$ cat src/rtl/demux_1_n_stream_pkg.sv
// Shared types and helpers for the 1-to-N stream demultiplexer family.
// Holds the select-width rule, the drop-counter default width and the one-hot decoder.
package demux_pkg;

  localparam int MAX_OUT       = 16;
  localparam int MAX_SEL_W     = 4;
  localparam int CNT_W_DEFAULT = 8;

  // The select needs at least one bit, even when only two channels exist.
  function automatic int sel_width(input int n);
    return (n <= 2) ? 1 : $clog2(n);
  endfunction

  function automatic logic [MAX_OUT-1:0] onehot(input logic [MAX_SEL_W-1:0] sel, input int n);
    logic [MAX_OUT-1:0] mask;
    mask = {MAX_OUT{1'b0}};
    for (int i = 0; i < MAX_OUT; i++) begin
      if ((i < n) && (sel == i[MAX_SEL_W-1:0])) begin
        mask[i] = 1'b1;
      end else begin
        mask[i] = 1'b0;
      end
    end
    return mask;
  endfunction

endpackage

$ cat src/rtl/demux_1_n_stream_if.sv
// Producer/consumer bundle of the stream demux; slave is the demux side,
// master is the side that feeds the producer and the N consumers.
interface demux_1_n_stream_if
  import demux_pkg::*;
#(
  parameter int N_OUT  = 4,
  parameter int DATA_W = 8,
  parameter int SEL_W  = sel_width(N_OUT),
  parameter int CNT_W  = CNT_W_DEFAULT
);

  logic              in_valid;
  logic              in_ready;
  logic [DATA_W-1:0] in_data;
  logic [SEL_W-1:0]  in_sel;
  logic              in_bcast;
  logic [N_OUT-1:0]  out_valid;
  logic [N_OUT-1:0]  out_ready;
  logic [DATA_W-1:0] out_data;
  logic              busy;
  logic [CNT_W-1:0]  drop_cnt;
  logic              drop_pulse;

  modport slave (
    input  in_valid, in_data, in_sel, in_bcast, out_ready,
    output in_ready, out_valid, out_data, busy, drop_cnt, drop_pulse
  );

  modport master (
    output in_valid, in_data, in_sel, in_bcast, out_ready,
    input  in_ready, out_valid, out_data, busy, drop_cnt, drop_pulse
  );

endinterface

$ cat src/rtl/demux_1_n_stream_sat_counter.sv
// Saturating up-counter: advances by one per cycle with inc high and sticks at all ones.
module sat_counter #(
  parameter int CNT_W = 8
) (
  input  logic             clk,
  input  logic             rst,
  input  logic             inc,
  output logic [CNT_W-1:0] count
);

  logic [CNT_W-1:0] count_q;
  logic [CNT_W-1:0] count_d;

  always_comb begin
    count_d = count_q;
    if (inc && (count_q != {CNT_W{1'b1}})) begin
      count_d = count_q + CNT_W'(1);
    end else begin
      count_d = count_q;
    end
  end

  always_ff @(posedge clk or posedge rst) begin
    if (rst) begin
      count_q <= {CNT_W{1'b0}};
    end else begin
      count_q <= count_d;
    end
  end

  assign count = count_q;

endmodule

$ cat src/rtl/demux_1_n_stream.sv
// Registered 1-to-N stream demux: one held word, per-channel pending mask,
// unicast or broadcast delivery, out-of-range selects dropped and counted.
module demux_1_n_stream
  import demux_pkg::*;
#(
  parameter int N_OUT  = 4,
  parameter int DATA_W = 8,
  parameter int SEL_W  = sel_width(N_OUT),
  parameter int CNT_W  = CNT_W_DEFAULT
) (
  input  logic                 clk,
  input  logic                 rst,
  demux_1_n_stream_if.slave    bus
);

  logic [N_OUT-1:0]     pend_q;
  logic [N_OUT-1:0]     pend_d;
  logic [DATA_W-1:0]    data_q;
  logic [DATA_W-1:0]    data_d;
  logic                 drop_pulse_q;
  logic                 drop_pulse_d;

  logic [N_OUT-1:0]     done_s;
  logic                 in_ready_s;
  logic                 accept_s;
  logic [MAX_SEL_W-1:0] sel_ext_s;
  logic                 in_range_s;
  logic [MAX_OUT-1:0]   onehot_s;
  logic                 onehot_unused_s;
  logic                 drop_s;

  assign done_s     = pend_q & bus.out_ready;
  // Ready looks through this cycle's handshakes so a draining buffer refills without a bubble.
  assign in_ready_s = ((pend_q & ~bus.out_ready) == {N_OUT{1'b0}});
  assign accept_s   = bus.in_valid && in_ready_s;
  assign sel_ext_s  = MAX_SEL_W'(bus.in_sel);
  assign in_range_s = ({1'b0, sel_ext_s} < 5'(N_OUT));
  assign onehot_s   = onehot(sel_ext_s, N_OUT);
  assign onehot_unused_s = ^onehot_s;
  assign drop_s     = accept_s && !bus.in_bcast && !in_range_s;

  always_comb begin
    pend_d       = pend_q & ~done_s;
    data_d       = data_q;
    drop_pulse_d = 1'b0;
    if (accept_s) begin
      if (bus.in_bcast) begin
        pend_d = {N_OUT{1'b1}};
        data_d = bus.in_data;
      end else if (in_range_s) begin
        pend_d = onehot_s[N_OUT-1:0];
        data_d = bus.in_data;
      end else begin
        pend_d       = {N_OUT{1'b0}};
        drop_pulse_d = 1'b1;
      end
    end else begin
      drop_pulse_d = 1'b0;
    end
  end

  always_ff @(posedge clk or posedge rst) begin
    if (rst) begin
      pend_q       <= {N_OUT{1'b0}};
      data_q       <= {DATA_W{1'b0}};
      drop_pulse_q <= 1'b0;
    end else begin
      pend_q       <= pend_d;
      data_q       <= data_d;
      drop_pulse_q <= drop_pulse_d;
    end
  end

  sat_counter #(
    .CNT_W (CNT_W)
  ) u_drop_cnt (
    .clk   (clk),
    .rst   (rst),
    .inc   (drop_s),
    .count (bus.drop_cnt)
  );

  assign bus.in_ready   = in_ready_s;
  assign bus.out_valid  = pend_q;
  assign bus.out_data   = data_q;
  assign bus.busy       = |pend_q;
  assign bus.drop_pulse = drop_pulse_q;

endmodule

$ cat src/flat_wrapper.sv
// flat-port wrapper written by rule: the top's interface ports become plain ports
module demux_1_n_stream_flat import demux_pkg::*;
#(
  parameter int N_OUT  = 4,
  parameter int DATA_W = 8,
  parameter int SEL_W  = sel_width(N_OUT),
  parameter int CNT_W  = CNT_W_DEFAULT
)
  (clk, rst, bus_in_valid, bus_in_data, bus_in_sel, bus_in_bcast, bus_out_ready, bus_in_ready, bus_out_valid, bus_out_data, bus_busy, bus_drop_cnt, bus_drop_pulse);
  demux_1_n_stream_if #(.N_OUT(N_OUT), .DATA_W(DATA_W), .SEL_W(SEL_W), .CNT_W(CNT_W)) bus_i ();
  input  logic clk;
  input  logic rst;
  input wire logic [$bits(bus_i.in_valid)-1:0] bus_in_valid;
  input wire logic [$bits(bus_i.in_data)-1:0] bus_in_data;
  input wire logic [$bits(bus_i.in_sel)-1:0] bus_in_sel;
  input wire logic [$bits(bus_i.in_bcast)-1:0] bus_in_bcast;
  input wire logic [$bits(bus_i.out_ready)-1:0] bus_out_ready;
  output wire logic [$bits(bus_i.in_ready)-1:0] bus_in_ready;
  output wire logic [$bits(bus_i.out_valid)-1:0] bus_out_valid;
  output wire logic [$bits(bus_i.out_data)-1:0] bus_out_data;
  output wire logic [$bits(bus_i.busy)-1:0] bus_busy;
  output wire logic [$bits(bus_i.drop_cnt)-1:0] bus_drop_cnt;
  output wire logic [$bits(bus_i.drop_pulse)-1:0] bus_drop_pulse;
  assign bus_i.in_valid = bus_in_valid;
  assign bus_i.in_data = bus_in_data;
  assign bus_i.in_sel = bus_in_sel;
  assign bus_i.in_bcast = bus_in_bcast;
  assign bus_i.out_ready = bus_out_ready;
  assign bus_in_ready = bus_i.in_ready;
  assign bus_out_valid = bus_i.out_valid;
  assign bus_out_data = bus_i.out_data;
  assign bus_busy = bus_i.busy;
  assign bus_drop_cnt = bus_i.drop_cnt;
  assign bus_drop_pulse = bus_i.drop_pulse;
  demux_1_n_stream #(.N_OUT(N_OUT), .DATA_W(DATA_W), .SEL_W(SEL_W), .CNT_W(CNT_W)) u_core (.clk(clk), .rst(rst), .bus(bus_i));
endmodule
$ cat config.mk
export PLATFORM = sky130hd
export DESIGN_NAME = demux_1_n_stream_flat
export DESIGN_NICKNAME = d
export VERILOG_FILES = /design/src/rtl/demux_1_n_stream_pkg.sv /design/src/rtl/demux_1_n_stream_if.sv /design/src/rtl/demux_1_n_stream_sat_counter.sv /design/src/rtl/demux_1_n_stream.sv /design/src/flat_wrapper.sv
export SDC_FILE = /design/constraint.sdc
export NUM_CORES = 1
export LEC_CHECK = 0
export ABC_AREA = 1
export BUFFER_PORTS_ARGS = -buffer_cell sky130_fd_sc_hd__buf_2
export CORE_UTILIZATION = 40
export CTS_CLUSTER_SIZE = 14
export DETAILED_ROUTE_END_ITERATION = 12
export GPL_TIMING_DRIVEN = 0
export PLACE_DENSITY = 0.77
export SETUP_SLACK_MARGIN = 0.4
export SYNTH_ARGS = -nofsm -noshare
export SYNTH_HDL_FRONTEND = slang
export SYNTH_SLANG_ARGS = --single-unit
$ cat constraint.sdc
create_clock -name clk -period 1.3 [get_ports clk]
set_clock_uncertainty 0.2 [all_clocks]
set_input_delay 0.13 -clock clk [delete_from_list [all_inputs] [get_ports clk]]
set_output_delay 0.13 -clock clk [all_outputs]
set_load 0.01 [all_outputs]
==> flow_summary_export.csv, run 1 <==
group,metric,value,unit
outcome,status,"finished with violations",
outcome,failed_checks,"hold timing, setup timing",
setup_path,worstPathRequired,0.97,ns
yosys,async_flop_share,100,%
timing,setup_viol,14,
timing,hold_viol,23,
cts,cts_buffer_depth,2,
finish,fin_util,75.7,%
cts,htreeDepth,1,
setup_path,critPathBufInv,2,
yosys,ys.flop_type,"dfrtp_1",
finish,multiInputGateArea,302,µm²
yosys,mappedNetlistArea,627,µm²
power_and_ir_drop,power_frac_seq,33.4,%
floorplan,die_w,41.6,µm
detailed_routing,via_per_inst,4.58,
yosys,synth.ff_latch_count,12,
floorplan,dieArea,1730,µm²
detailed_routing,drc,0,
place,io_buffers,31,
global_routing,grt_use_total,18.7,%
detailed_routing,drt_iter0_markers,21,
global_routing,grt_max_degree,13,
power_and_ir_drop,leakagePower,0.640,nW
floorplan,initial_core_util,45.3,%
timing,final_max_slew_viol_count,0,
finish,syn_to_final_growth,67.1,%
setup_path,worstSetupEndpointType,"output pin",
setup_path,r2r-start,"u_core.bus.out_valid[1]",
yosys,yosysMostFrequentCell,"nand2_1",
setup_path,path_max_fanout,2,
finish,drive_above_1_share,54.8,%
global_routing,grt_overflow_total,0,
yosys,synth_cell_types,12,
yosys,synth.largest_area_cell,"dfrtp_1",
cts,clockRootBuffer,"clkbuf_4",
finish,fill_cells,109,
cts,cts_buffers,3,
detailed_routing,ant_nets,0,
place,dp_hpwl,1.04,mm
finish,seqCellArea,300,µm²
yosys,ys_warn_count,0,
run,cap_violations,0,
global_routing,grt_pass1_vias,628,
floorplan,row_count,13,
hold_path,hp-class,"input port to async pin",
place,routabilityCongestion,0.663,
detailed_routing,wl,1.70,mm
cts,cts_tree,"yes",
setup_path,cp-startpoint,"u_core.bus.out_valid[1]",
setup_path,path_delay_family,"flip-flops",
power_and_ir_drop,switchingPower,0.571,mW
setup_path,path_cells,"nand2_2 > nand2_2 > nor2_4 > buf_6 > buf_6",
yosys,synthCells,79,
timing,period_share,113,%
detailed_routing,wl_per_cell,11.3,µm
cts,clock_latency,0.26,ns
timing,hold_ws,-0.347,ns
global_routing,grt_antenna_before_repair,0,
setup_path,slowest_delay,0.40,ns
yosys,synth_top_area_share,47.9,%
timing,post-route-min-period,1.47,ns
power_and_ir_drop,p_clk_share,18.6,%
setup_path,path_class,"flip-flop to output pin",
cts,clkSlewWorstSetupHoldPaths,0.09,ns
timing,fmax,0.681,GHz
power_and_ir_drop,p_comb_share,48.0,%
floorplan,die-height,41.6,µm
yosys,synth.yosys.seq_area_share,47.9,%
setup_path,cp-start-kind,"flip-flop",
power_and_ir_drop,swShare,35.2,%
power_and_ir_drop,finalPower,1.62,mW
timing,rsz0062_at_grt,"true",
setup_path,slowest_stage,"dfrtp_1",
floorplan,coreArea,1380,µm²
setup_path,arrival,1.14,ns
power_and_ir_drop,power_density,1550,nW/µm²
timing,setup_ws,-0.169,ns
power_and_ir_drop,p_int,1.05,mW
floorplan,ioPinCount,41,
yosys,yosys-top-cells-area,"dfrtp_1 (48%), nand2_1 (16%), buf_4 (11%)",
yosys,synth_edf_count,0,
cts,clock-sinks,12,
yosys,syn_avg_cell_area,7.93,µm²
finish,finalNetCount,154,
detailed_routing,vias,687,
power_and_ir_drop,ir_drop,0.947,mV
global_routing,grt_pass1_wl,2.55,mm
finish,antennaDiodeCount,0,
yosys,yosys-top-cells-count,"nand2_1 (26), dfrtp_1 (12), nand3_1 (12)",
detailed_routing,dr.pass1.iters,4,
## kinds of logic after synthesis
logic type | count (synthesis) | share of synthesized area (%)
buffers and inverters | 19 | 18.2
and+or+nand+nor | 43 | 30.1
DFF | 12 | 47.9
other | 1 | 0.598
AOI/OAI and AO/OA | 4 | 3.19
## final cells by class
class	count	area share, %
clock buffers	4	3.46
flip-flops and latches	12	28.7
inverters	8	2.87
repair buffers	44	26.4
multi-input cells	56	28.8
well taps	15	1.79
plain buffers	11	8.00
## repair_timing
item / 4_1_cts / 5_1_grt
endpoints found under the setup margin: 26 / 26
pin swaps: 10 / 4
resized for setup: 9 / 10
setup buffers: 7 / 6
endpoints found under the hold margin: 23 / 23
cloned: 0 / 0
## stage by stage
step           area (µm²)  std cells  TNS, ns  setup slack (ns)
2_1_floorplan         659         87        0            0.0529
3_3_place_gp          833        133  -0.0137           -0.0137
3_5_place_dp          833        133  -0.0465           -0.0318
4_1_cts               963        144   -0.941            -0.157
5_1_grt              1050        150    -2.07            -0.203
6_report             1050        150    -1.44            -0.169
## placed cells by master, fill, tap and decap left out
| master | instances |
|---|---|
| nand3_1 | 8 |
| inv_1 | 8 |
| dfrtp_1 | 12 |
| buf_4 | 20 |
| nand3_2 | 4 |
| clkbuf_8 | 1 |
| nand2_8 | 1 |
| nand2_2 | 8 |
| buf_8 | 1 |
| nor2_1 | 1 |
| nor2_4 | 2 |
| o21ai_0 | 4 |
| conb_1 | 9 |
| nand2_1 | 19 |
| buf_6 | 4 |
| buf_2 | 30 |
| clkbuf_4 | 3 |
## registers in the layout, indices dropped and copies added (netlist names)
| name | count |
|---|---|
| u_core.bus.out_data | 8 |
| u_core.bus.out_valid | 4 |
## per-layer routing
layer	up-vias	part of all wire [%]	track usage (%)
li1	336	-	-
met1	319	40	24.6
met2	30	53	32.5
met3	2	6.7	2.61
met4	0	0.35	3.87
met5	-	0	0
## power groups by stage
stage          combinational (mW)  clock (mW)  sequential [mW]
2_1_floorplan               0.241           0            0.601
3_3_place_gp                0.475           0            0.545
3_5_place_dp                0.488           0            0.546
4_1_cts                     0.624       0.302            0.538
5_1_grt                     0.840       0.329            0.556
6_report                    0.780       0.302            0.542
## path summary, 6_finish.rpt
path	end	slack, ns	cells after the start
worst max-delay path	bus_in_ready	-0.17	5
worst min-delay path	u_core.bus.out_data[2]	-0.35	2
worst max register to register	u_core.bus.out_valid[1]	-0.12	8
worst min register to register	u_core.bus.out_data[2]	0.28	2
max in group asynchronous	u_core.bus.out_valid[1]	0.92	2
min in group clk	u_core.bus.out_data[1]	-0.12	3
Power figures use the tool's default switching activity.
==> run 2, diff against run 1 <==
--- a/config.mk
+++ b/config.mk
@@ -6,13 +6,13 @@
 export NUM_CORES = 1
 export LEC_CHECK = 0
 export ABC_AREA = 1
-export BUFFER_PORTS_ARGS = -buffer_cell sky130_fd_sc_hd__buf_2
-export CORE_UTILIZATION = 40
+export CORE_AREA = 2 2 39 41
 export CTS_CLUSTER_SIZE = 14
 export DETAILED_ROUTE_END_ITERATION = 12
+export DIE_AREA = 0 0 41 43
+export DONT_BUFFER_PORTS = 1
 export GPL_TIMING_DRIVEN = 0
-export PLACE_DENSITY = 0.77
-export SETUP_SLACK_MARGIN = 0.4
+export SETUP_SLACK_MARGIN = 0.5
 export SYNTH_ARGS = -nofsm -noshare
 export SYNTH_HDL_FRONTEND = slang
 export SYNTH_SLANG_ARGS = --single-unit
==> constraint.sdc (replaced) <==
create_clock -name clk -period 1.3 [get_ports clk]
set_clock_uncertainty 0.2 [all_clocks]
set_input_delay 0.065 -clock clk [delete_from_list [all_inputs] [get_ports clk]]
set_output_delay 0.065 -clock clk [all_outputs]
set_load 0.01 [all_outputs]
==> flow_summary_export.csv, run 2 (same netlist as run 1, synthesis figures left out) <==
group,metric,value,unit
setup_path,path_class,"flip-flop to output pin",
timing,fmax,0.713,GHz
setup_path,arrival,1.14,ns
hold_path,hp-class,"input port to async pin",
power_and_ir_drop,ir_drop,0.692,mV
floorplan,initial_core_util,45.3,%
detailed_routing,dr.pass1.iters,4,
global_routing,grt_pass1_wl,1.93,mm
setup_path,worstSetupEndpointType,"output pin",
cts,cts_buffers,3,
floorplan,coreArea,1380,µm²
detailed_routing,wl_per_cell,11.0,µm
timing,rsz0062_at_grt,"true",
setup_path,path_cells,"nand2_2 > nand2_2 > nor2_4 > buf_6",
power_and_ir_drop,leakagePower,0.479,nW
timing,hold_viol,24,
finish,finalNetCount,122,
cts,postCtsHoldBufs,8,
power_and_ir_drop,power_density,1440,nW/µm²
global_routing,grt_max_degree,13,
run,cap_violations,0,
finish,largest_register_ffs,8,
power_and_ir_drop,finalPower,1.19,mW
global_routing,grt_overflow_total,0,
detailed_routing,drc,0,
finish,mostFrequentLayoutCells,"nand2_1 (21), nand3_1 (12), buf_4 (12)",
timing,period_share,108,%
floorplan,row_count,14,
finish,finalNonFillerCells,118,
cts,clockRootBuffer,"clkbuf_4",
floorplan,die_w,41,µm
setup_path,cp-start-kind,"flip-flop",
cts,htreeDepth,1,
detailed_routing,vias,525,
finish,drive_above_1_share,26.5,%
floorplan,die-height,43,µm
global_routing,grt_antenna_before_repair,0,
place,routabilityCongestion,0.625,
setup_path,worstPathRequired,1.03,ns
place,dp_hpwl,952,µm
timing,setup_ws,-0.103,ns
cts,cts_tree,"yes",
outcome,status,"finished with violations",
detailed_routing,drt_iter0_markers,4,
setup_path,slowest_delay,0.44,ns
finish,syn_to_final_growth,31.7,%
place,placed_cell_area,679,µm²
cts,clkSlewWorstSetupHoldPaths,0.07,ns
cts,clock-sinks,12,
detailed_routing,wl,1.30,mm
cts,cts_buffer_depth,2,
place,io_buffers,0,
floorplan,dieArea,1760,µm²
floorplan,ioPinCount,41,
outcome,failed_checks,"hold timing, setup timing",
setup_path,path_max_fanout,5,
cts,clock_latency,0.26,ns
setup_path,slowest_stage,"dfrtp_1",
timing,final_max_slew_viol_count,0,
finish,stdcell_area,826,µm²
finish,mostFrequentLayoutCell,"nand2_1",
global_routing,grt_pass1_vias,480,
detailed_routing,ant_nets,0,
timing,post-route-min-period,1.40,ns
place,dp_slack,-0.0787,ns
timing,setup_viol,11,
place,numPlacedInstances,103,
finish,antennaDiodeCount,0,
detailed_routing,via_per_inst,4.45,
timing,hold_ws,-0.508,ns
global_routing,grt_use_total,16.5,%
setup_path,path_common_cell,"nand2_2",
-- run 2: cell type report --
type                       count  area (µm²)
fill                         137         558
sequential                    12         302
multi-input combinational     56         260
timing repair buffer          12         108
buffer                        11        83.8
inverter                       8        30.0
clock buffer                   3        22.5
tap                           16        20.0
-- run 2: final timing paths --
path / start / end / slack, ns / cells past startpoint
min in group clk: bus_in_valid / u_core.bus.out_data[3] / -0.26 / 2
max in group asynchronous: rst / u_core.bus.out_valid[0] / 1.06 / 1
worst min-delay path: rst / u_core.bus.out_data[1] / -0.51 / 1
worst min register to register: u_core.bus.out_data[7] / u_core.bus.out_data[7] / 0.34 / 2
worst max-delay path: u_core.bus.out_valid[2] / bus_in_ready / -0.10 / 4
worst max register to register: u_core.bus.out_valid[2] / u_core.bus.out_data[6] / -0.08 / 7
-- run 2: critical path, delay by kind of cell, from the launching register on --
family	cells	cell delay (ns)
DFF	1	0.44
buffers and inverters	1	0.14
and+or+nand+nor	3	0.31
-- run 2: per-stage QoR --
step                      setup TNS, ns  utilization (%)
final                            -0.609             59.7
after global routing              -1.62             59.7
after CTS                        -0.668             59.2
after detailed placement         -0.700             49.1
after global placement           -0.706             49.1
after floorplan                       0                -
-- run 2: repair_timing --
action,CTS,global route
endpoints found under the setup margin,26,26
setup buffers,3,0
resized for setup,3,3
gates cloned,1,0
endpoints found under the hold margin,24,24
pin swaps,6,2
-- run 2: metal layers --
metal / routed length [µm] / vias up / share of wire [%] / track usage, %
li1: - / 271 / - / -
met1: 499 / 236 / 39 / 18.3
met2: 692 / 16 / 53 / 26.6
met3: 89 / 2 / 6.9 / 5.76
met4: 13 / 0 / 1.0 / 8.00
met5: 0 / - / 0 / 0
-- run 2: power breakdown --
group / leakage [nW] / internal [mW] / switching, mW
registers: 0.148 / 0.483 / 0.138
clock network: 0.0138 / 0.107 / 0.112
logic: 0.317 / 0.159 / 0.190
total: 0.479 / 0.749 / 0.440
